$ cat src/rtl/cpu_pkg.sv
// rtl/cpu_pkg.sv - shared ALU codes, write-back encodings, FSM states and instruction field layout
package cpu_pkg;

    localparam logic [5:0] ALU_NOP   = 6'd0;
    localparam logic [5:0] ALU_ADD   = 6'd1;
    localparam logic [5:0] ALU_SUB   = 6'd2;
    localparam logic [5:0] ALU_STORE = 6'd3;
    localparam logic [5:0] ALU_LOAD  = 6'd4;
    localparam logic [5:0] ALU_MOVE  = 6'd5;
    localparam logic [5:0] ALU_SGE   = 6'd6;
    localparam logic [5:0] ALU_SLE   = 6'd7;
    localparam logic [5:0] ALU_SGT   = 6'd8;
    localparam logic [5:0] ALU_SLT   = 6'd9;
    localparam logic [5:0] ALU_SEQ   = 6'd10;
    localparam logic [5:0] ALU_SNE   = 6'd11;
    localparam logic [5:0] ALU_AND   = 6'd12;
    localparam logic [5:0] ALU_OR    = 6'd13;
    localparam logic [5:0] ALU_XOR   = 6'd14;
    localparam logic [5:0] ALU_NOT   = 6'd15;
    localparam logic [5:0] ALU_MOVEI = 6'd16;
    localparam logic [5:0] ALU_SLI   = 6'd17;
    localparam logic [5:0] ALU_SRI   = 6'd18;
    localparam logic [5:0] ALU_ADDI  = 6'd19;
    localparam logic [5:0] ALU_SUBI  = 6'd20;
    localparam logic [5:0] ALU_LAST  = ALU_SUBI;

    localparam logic [1:0] WB_ALU = 2'd0;
    localparam logic [1:0] WB_MEM = 2'd1;
    localparam logic [1:0] WB_CMP = 2'd2;
    localparam logic [1:0] WB_IMM = 2'd3;

    typedef enum logic [2:0] {
        ST_IDLE   = 3'd0,
        ST_DECODE = 3'd1,
        ST_EXEC   = 3'd2,
        ST_MEM    = 3'd3,
        ST_WB     = 3'd4
    } state_t;

    localparam int OPC_MSB = 31;
    localparam int OPC_LSB = 26;
    localparam int RD_MSB  = 25;
    localparam int RD_LSB  = 21;
    localparam int RS_MSB  = 20;
    localparam int RS_LSB  = 16;
    localparam int RT_MSB  = 15;
    localparam int RT_LSB  = 11;
    localparam int IMM_MSB = 15;
    localparam int IMM_LSB = 0;

    typedef enum logic [1:0] {
        IMM_NONE = 2'd0,
        IMM_SEXT = 2'd1,
        IMM_ZEXT = 2'd2
    } imm_mode_t;

    typedef struct packed {
        logic [5:0] alu_code;
        imm_mode_t  imm_mode;
        logic [1:0] wb_sel;
        logic       writes_reg;
        logic       is_mem;
        logic       is_load;
        logic       is_cmp;
        logic       illegal;
    } dec_t;

endpackage

$ cat src/rtl/alu_op_decode.sv
// rtl/alu_op_decode.sv - combinational opcode to control-bundle decoder
module alu_op_decode
    import cpu_pkg::*;
(
    input  logic [5:0] opcode,
    output dec_t       dec
);

    always_comb begin
        dec          = '0;
        dec.imm_mode = IMM_NONE;
        dec.wb_sel   = WB_ALU;
        if (opcode > ALU_LAST) begin
            // Undefined opcodes collapse to a NOP that only raises the flag.
            dec.illegal = 1'b1;
        end else begin
            dec.alu_code   = opcode;
            dec.writes_reg = 1'b1;
            case (opcode)
                ALU_NOP: begin
                    dec.writes_reg = 1'b0;
                end
                ALU_STORE: begin
                    dec.writes_reg = 1'b0;
                    dec.is_mem     = 1'b1;
                    dec.imm_mode   = IMM_SEXT;
                end
                ALU_LOAD: begin
                    dec.is_mem   = 1'b1;
                    dec.is_load  = 1'b1;
                    dec.imm_mode = IMM_SEXT;
                    dec.wb_sel   = WB_MEM;
                end
                ALU_SGE, ALU_SLE, ALU_SGT, ALU_SLT, ALU_SEQ, ALU_SNE: begin
                    dec.is_cmp = 1'b1;
                    dec.wb_sel = WB_CMP;
                end
                ALU_MOVEI: begin
                    dec.imm_mode = IMM_SEXT;
                    dec.wb_sel   = WB_IMM;
                end
                ALU_ADDI, ALU_SUBI: begin
                    dec.imm_mode = IMM_SEXT;
                end
                ALU_SLI, ALU_SRI: begin
                    dec.imm_mode = IMM_ZEXT;
                end
                default: begin
                    dec.writes_reg = 1'b1;
                end
            endcase
        end
    end

endmodule

$ cat src/rtl/alu_control_unit.sv
// rtl/alu_control_unit.sv - multi-cycle instruction sequencer driving ALU code and datapath enables
module alu_control_unit
    import cpu_pkg::*;
#(
    parameter int DATA_W = 32,
    parameter int REG_AW = 5
) (
    input  logic              clk,
    input  logic              reset,
    input  logic              instr_valid,
    input  logic [DATA_W-1:0] instr,
    output logic              instr_ready,
    output logic [5:0]        alu_control,
    output logic [REG_AW-1:0] rs_addr,
    output logic [REG_AW-1:0] rt_addr,
    output logic [REG_AW-1:0] rd_addr,
    output logic [DATA_W-1:0] imm,
    input  logic [DATA_W-1:0] alu_result,
    output logic              mem_re,
    output logic              mem_we,
    input  logic              mem_ack,
    output logic [1:0]        wb_sel,
    output logic              cmp_flag,
    output logic              reg_we,
    output logic              illegal,
    output logic              busy
);

    state_t            state;
    dec_t              dec;
    logic [15:0]       imm16;
    logic [DATA_W-1:0] imm_ext;
    logic              cur_writes;
    logic              cur_mem;
    logic              cur_load;
    logic              cur_cmp;

    alu_op_decode u_decode (
        .opcode (instr[OPC_MSB:OPC_LSB]),
        .dec    (dec)
    );

    assign imm16 = instr[IMM_MSB:IMM_LSB];

    always_comb begin
        imm_ext = '0;
        case (dec.imm_mode)
            IMM_SEXT: imm_ext = {{(DATA_W-16){imm16[15]}}, imm16};
            IMM_ZEXT: imm_ext = {{(DATA_W-16){1'b0}}, imm16};
            default:  imm_ext = '0;
        endcase
    end

    // alu_result is treated as the signed difference of the compared operands.
    function automatic logic cmp_eval(input logic [5:0] code, input logic [DATA_W-1:0] r);
        logic neg;
        logic zero;
        neg  = r[DATA_W-1];
        zero = (r == '0);
        case (code)
            ALU_SGE, ALU_SLE: cmp_eval = !neg;
            ALU_SGT, ALU_SLT: cmp_eval = !neg && !zero;
            ALU_SEQ:          cmp_eval = zero;
            ALU_SNE:          cmp_eval = !zero;
            default:          cmp_eval = 1'b0;
        endcase
    endfunction

    always_ff @(posedge clk) begin
        if (reset) begin
            state       <= ST_IDLE;
            instr_ready <= 1'b1;
            alu_control <= ALU_NOP;
            rs_addr     <= '0;
            rt_addr     <= '0;
            rd_addr     <= '0;
            imm         <= '0;
            mem_re      <= 1'b0;
            mem_we      <= 1'b0;
            wb_sel      <= WB_ALU;
            cmp_flag    <= 1'b0;
            reg_we      <= 1'b0;
            illegal     <= 1'b0;
            busy        <= 1'b0;
            cur_writes  <= 1'b0;
            cur_mem     <= 1'b0;
            cur_load    <= 1'b0;
            cur_cmp     <= 1'b0;
        end else begin
            reg_we  <= 1'b0;
            illegal <= 1'b0;
            case (state)
                ST_IDLE: begin
                    if (instr_valid && instr_ready) begin
                        state       <= ST_DECODE;
                        instr_ready <= 1'b0;
                        busy        <= 1'b1;
                        alu_control <= dec.alu_code;
                        illegal     <= dec.illegal;
                        wb_sel      <= dec.wb_sel;
                        imm         <= imm_ext;
                        rd_addr     <= REG_AW'(instr[RD_MSB:RD_LSB]);
                        rs_addr     <= REG_AW'(instr[RS_MSB:RS_LSB]);
                        rt_addr     <= REG_AW'(instr[RT_MSB:RT_LSB]);
                        cur_writes  <= dec.writes_reg;
                        cur_mem     <= dec.is_mem;
                        cur_load    <= dec.is_load;
                        cur_cmp     <= dec.is_cmp;
                    end
                end
                ST_DECODE: begin
                    state <= ST_EXEC;
                end
                ST_EXEC: begin
                    cmp_flag <= cur_cmp ? cmp_eval(alu_control, alu_result) : 1'b0;
                    if (cur_mem) begin
                        state  <= ST_MEM;
                        mem_re <= cur_load;
                        mem_we <= !cur_load;
                    end else if (cur_writes) begin
                        state  <= ST_WB;
                        reg_we <= 1'b1;
                    end else begin
                        state       <= ST_IDLE;
                        instr_ready <= 1'b1;
                        busy        <= 1'b0;
                        alu_control <= ALU_NOP;
                    end
                end
                ST_MEM: begin
                    if (mem_ack) begin
                        mem_re <= 1'b0;
                        mem_we <= 1'b0;
                        if (cur_load) begin
                            state  <= ST_WB;
                            reg_we <= 1'b1;
                        end else begin
                            state       <= ST_IDLE;
                            instr_ready <= 1'b1;
                            busy        <= 1'b0;
                            alu_control <= ALU_NOP;
                        end
                    end
                end
                ST_WB: begin
                    state       <= ST_IDLE;
                    instr_ready <= 1'b1;
                    busy        <= 1'b0;
                    alu_control <= ALU_NOP;
                end
                default: begin
                    state       <= ST_IDLE;
                    instr_ready <= 1'b1;
                    busy        <= 1'b0;
                    alu_control <= ALU_NOP;
                    mem_re      <= 1'b0;
                    mem_we      <= 1'b0;
                end
            endcase
        end
    end

endmodule

$ cat config.mk
export PLATFORM = sky130hd
export DESIGN_NAME = alu_control_unit
export DESIGN_NICKNAME = d
export VERILOG_FILES = /design/src/rtl/cpu_pkg.sv /design/src/rtl/alu_op_decode.sv /design/src/rtl/alu_control_unit.sv
export SDC_FILE = /design/constraint.sdc
export NUM_CORES = 1
export LEC_CHECK = 0
export BUFFER_PORTS_ARGS = -buffer_cell sky130_fd_sc_hd__buf_2
export CAP_MARGIN = 15
export CORE_UTILIZATION = 40
export DETAILED_ROUTE_END_ITERATION = 12
export PLACE_DENSITY = 0.77
export SETUP_SLACK_MARGIN = 0.2
export SYNTH_ARGS = -nofsm -noshare
export SYNTH_HDL_FRONTEND = slang
export SYNTH_SLANG_ARGS = --single-unit
$ cat constraint.sdc
create_clock -name clk -period 2.1 [get_ports clk]
set_input_delay 0.105 -clock clk [delete_from_list [all_inputs] [get_ports clk]]
set_output_delay 0.105 -clock clk [all_outputs]
set_load 0.05 [all_outputs]
==> metrics list <==
* Run status: complete, no violations
* Critical-path cell list: nand2_1 > or4_1 > or3_1 > a21oi_1
- The floorplan step defined a core boundary enclosing 5640 um2.
- At the worst endpoint, the required time is 2350 ps.
* Main area contributors after synthesis: sky130_fd_sc_hd__dfxtp_1 45%, sky130_fd_sc_hd__nand2_1 7.7%, sky130_fd_sc_hd__a21oi_1 6.3%
* Class of the tightest hold or removal check: primary input to flop
* Share of the yosys chip area belonging to registers: 0.452
- Most frequently used flop master after synthesis: sky130_fd_sc_hd__dfxtp_1
* Cell with the most instances after synthesis: sky130_fd_sc_hd__dfxtp_1
- Setup-violating endpoint count in the final report: 0
* Post-Layout Cell Count: 472
- Count of different cell masters after synthesis: 42
* Fin crit period: 1760 ps
* Via density: 5.01
* Yosys reg bits: 54
- The tool flagged a number of max-cap violations equal to 0.
* Pin count of the biggest net entering global routing: 27
- The average instance in the mapped netlist occupies 8.66 um2.
- Worst-skew pair later-pin latency: 310 ps
- Relative to the synthesized area, the layout overhead comes to 35.1%.
- At the end of routability-driven placement, the weighted congestion stood at 0.844.
- Part of the total power dissipated in sequential elements: 0.484
- The routed design has 5980 um of wire.
* CTS max path bufs: 2
- CTS tree: yes
- Syn_nets: 346
* Starting density of the core: 0.424
- The critical path is of the flop to flop type.
- Buffers added on ports: 129
* Layout Nets: 469
* Die width: 79.3 um
- Drt first-iter violations: 120
- Share of power burned in the clock network: 0.314
* Setup TNS: 0 ps
- Total number of clock tree sinks: 54
- Summing over every cut layer, the via total after detailed routing is 2365.
- Syn Inst Count: 276
* Number of ports placed on the die boundary: 130
- In this run the critical register-to-register path is launched from instr_ready.
- CTS root buf: sky130_fd_sc_hd__clkbuf_8
- The startpoint identified for the worst hold timing path is instr[0].
* Leading cell types by count after synthesis: 54 x sky130_fd_sc_hd__dfxtp_1, 49 x sky130_fd_sc_hd__nand2_1, 30 x sky130_fd_sc_hd__a21oi_1
- Dividing the final minimum period by the clock period gives 0.839.
- After synthesis, the share of cell area in mux cells is 0.
* Final count of hold timing violations: 0
- The worst setup path is launched from a flop.
- The first global-routing pass estimated 9650 um of wire.
* First-pass DRT Iterations: 5
* Highest ir drop seen on vdd: 0.411 mV
- The number of clock buffers added by TritonCTS is 5.
- Net Sw Frac: 0.298
* Die Footprint: 6290 um2
* Final Power: 0.00224 W
- Number of antenna repair diodes: 0
* Final Hold Slack: 5.11 ps
- Of the total synthesized cell area, the portion taken by full adders, half adders and majority gates is 0.0105.
- After synthesis, the largest family of logic cells by area is simple AND/OR/NAND/NOR gates.
- Vertical die dimension: 79.3 um
* Number of synthesized flops with an enable pin: 0
- Deepest level of the CTS H-tree: 2
- Slew HR: 0.517
- Setup repair after global routing left no endpoint under its margin.
- XOR/XNOR share of the synthesized area: 0.00733
- Cell area after synthesis: 2390 um2
* Yosys warning count: 0
- Via count of the first global-routing pass: 2217
- For this run, asynchronously set or reset flops after synthesis account for 0.
- The worst setup path is captured at a flop.
- Post-detailed-placement half-perimeter wirelength: 4430 um
- Critical-path maximum fanout: 7
- After detailed routing, the average wire length per cell comes to 12.7 um.
- Slowest cell on the critical path: sky130_fd_sc_hd__or4_1
- Placed cell count: 455
- Based on the critical path, the design can be clocked at up to 0.568 GHz.
* Grt ovf: 0
* Post-route antenna net violation count: 0
- The most critical setup path has its startpoint at instr_ready.
- The internal power of the cells totals 0.00157 W.
* Clock transition at the registers of the reported paths: 100 ps
* Clock Skew: 2.70 ps
- Simple-gate area share of the yosys netlist: 0.255
- Placement row count: 27
- Yosys top cell area share: 0.452
- DRC viols: 0
- Comb pwr share: 0.202
* Leak pwr: 1.52 nW
- Initial antenna violation count: 0
- For the pin with the worst max-slew slack, the measured transition is 722 ps.
- Post-synthesis compound-gate area fraction: 0.186
- Power density normalized to cell area: 693 nW/um2
- For this run, the total global-route usage over all layers was measured as 0.194.
- In this run the power spent charging and discharging nets is 0.000666 W.
- In the final layout, the share of cells above drive strength 1 is 0.385.
- Number of pins exceeding their max-slew limit in the final report: 0
- The largest single stage delay on the critical path is 620 ps.
* Worst Path Arrival: 2010 ps
- Summed over all instances, the cell type with the most area after synthesis is sky130_fd_sc_hd__dfxtp_1.
-- cells by family (layout without fill, tap and decap cells) --
logic type,after synthesis,in the layout
compound gates,67,67
xor+xnor,2,2
fa+ha+maj,2,2
buf+inv,37,161
flops,54,54
simple gates,114,114
-- cell usage in the layout (no fill, tap or decap), types with 2 or more instances in the layout --
cell type                       count
sky130_fd_sc_hd__or4_1              3
sky130_fd_sc_hd__and3b_1            2
sky130_fd_sc_hd__a211oi_1           2
sky130_fd_sc_hd__ha_1               2
sky130_fd_sc_hd__dlygate4sd3_1      8
sky130_fd_sc_hd__buf_2            129
sky130_fd_sc_hd__nand4_1            5
sky130_fd_sc_hd__nand2b_1           3
sky130_fd_sc_hd__a22o_1            16
sky130_fd_sc_hd__nand3b_1           2
sky130_fd_sc_hd__dfxtp_1           53
sky130_fd_sc_hd__nand3_1            9
sky130_fd_sc_hd__nand2_1           49
sky130_fd_sc_hd__clkinvlp_4         2
sky130_fd_sc_hd__o21ai_0            4
sky130_fd_sc_hd__a21o_1             5
sky130_fd_sc_hd__nor4_1             9
sky130_fd_sc_hd__nor2_1            12
sky130_fd_sc_hd__nor3b_1            3
sky130_fd_sc_hd__nor4b_1            2
sky130_fd_sc_hd__inv_1              5
sky130_fd_sc_hd__nor3_1             6
sky130_fd_sc_hd__a21oi_1           30
sky130_fd_sc_hd__buf_4             10
sky130_fd_sc_hd__xnor2_1            2
sky130_fd_sc_hd__clkbuf_8           5
sky130_fd_sc_hd__o21a_1             3
-- final timing paths --
kind | end | slack, ps | cells after the start
min reg2reg | imm[12] | 450 | 2
max reg2reg | wb_sel[0] | 340 | 4
min | imm[0] | 5 | 2
max | wb_sel[0] | 340 | 4
-- routing by layer --
| metal | share of wire | vias up | track usage |
|---|---|---|---|
| li1 | - | 1208 | - |
| met1 | 0.45 | 1077 | 0.235 |
| met2 | 0.49 | 76 | 0.337 |
| met3 | 0.060 | 4 | 0.0448 |
| met4 | 0.0057 | 0 | 0.0618 |
| met5 | 0 | - | 0 |
-- critical path: cells and delay by family, from the launching register on --
family             cells  cell delay [ps]
and+or+nand+nor        3             1210
DFF                    1              340
AOI/OAI and AO/OA      1              150
-- per-stage QoR --
| stage | util | cell area [um2] | worst slack [ps] |
|---|---|---|---|
| floorplan | - | 2390 | 252 |
| global placement | 0.533 | 3010 | 130 |
| detailed placement | 0.533 | 3010 | 27.8 |
| CTS | 0.569 | 3210 | 286 |
| global route | 0.572 | 3230 | 229 |
| finish | 0.572 | 3230 | 338 |
-- flip-flops by register name, summed over array words and instances, names as in the netlist --
signal / count
cur_writes: 1
busy: 1
reg_we: 1
rt_addr: 5
mem_re: 1
illegal: 1
cur_load: 1
cur_mem: 1
alu_control: 6
wb_sel: 2
rd_addr: 5
cmp_flag: 1
rs_addr: 5
cur_cmp: 1
state: 3
instr_ready: 1
imm: 17
mem_we: 1
-- cell type report --
cell class,count,area (um2)
tap,72,90.1
clock inverter,3,45.0
fill,503,2410
sequential,54,1080
inverter,5,18.8
timing repair buffer,148,821
multi-input combinational,185,1100
clock buffer,5,68.8
-- power by group through the flow --
| stage | clock network, W | logic, W | registers (W) |
|---|---|---|---|
| after floorplan | 0 | 0.000164 | 0.00123 |
| after global placement | 0 | 0.000434 | 0.00111 |
| after detailed placement | 0 | 0.000438 | 0.00111 |
| after CTS | 0.000725 | 0.000452 | 0.00108 |
| after global routing | 0.000762 | 0.000490 | 0.00109 |
| final | 0.000703 | 0.000451 | 0.00108 |
-- what timing repair did --
action / in CTS / in global routing
hold buffers: 8 / 0
setup endpoints to repair: 11 / 11
resized for setup: 1 / 0
hold endpoints to repair: 8 / 0
setup buffers: 0 / 1
pin swaps: 0 / 1
No activity file was read; power rests on OpenSTA's default activity.
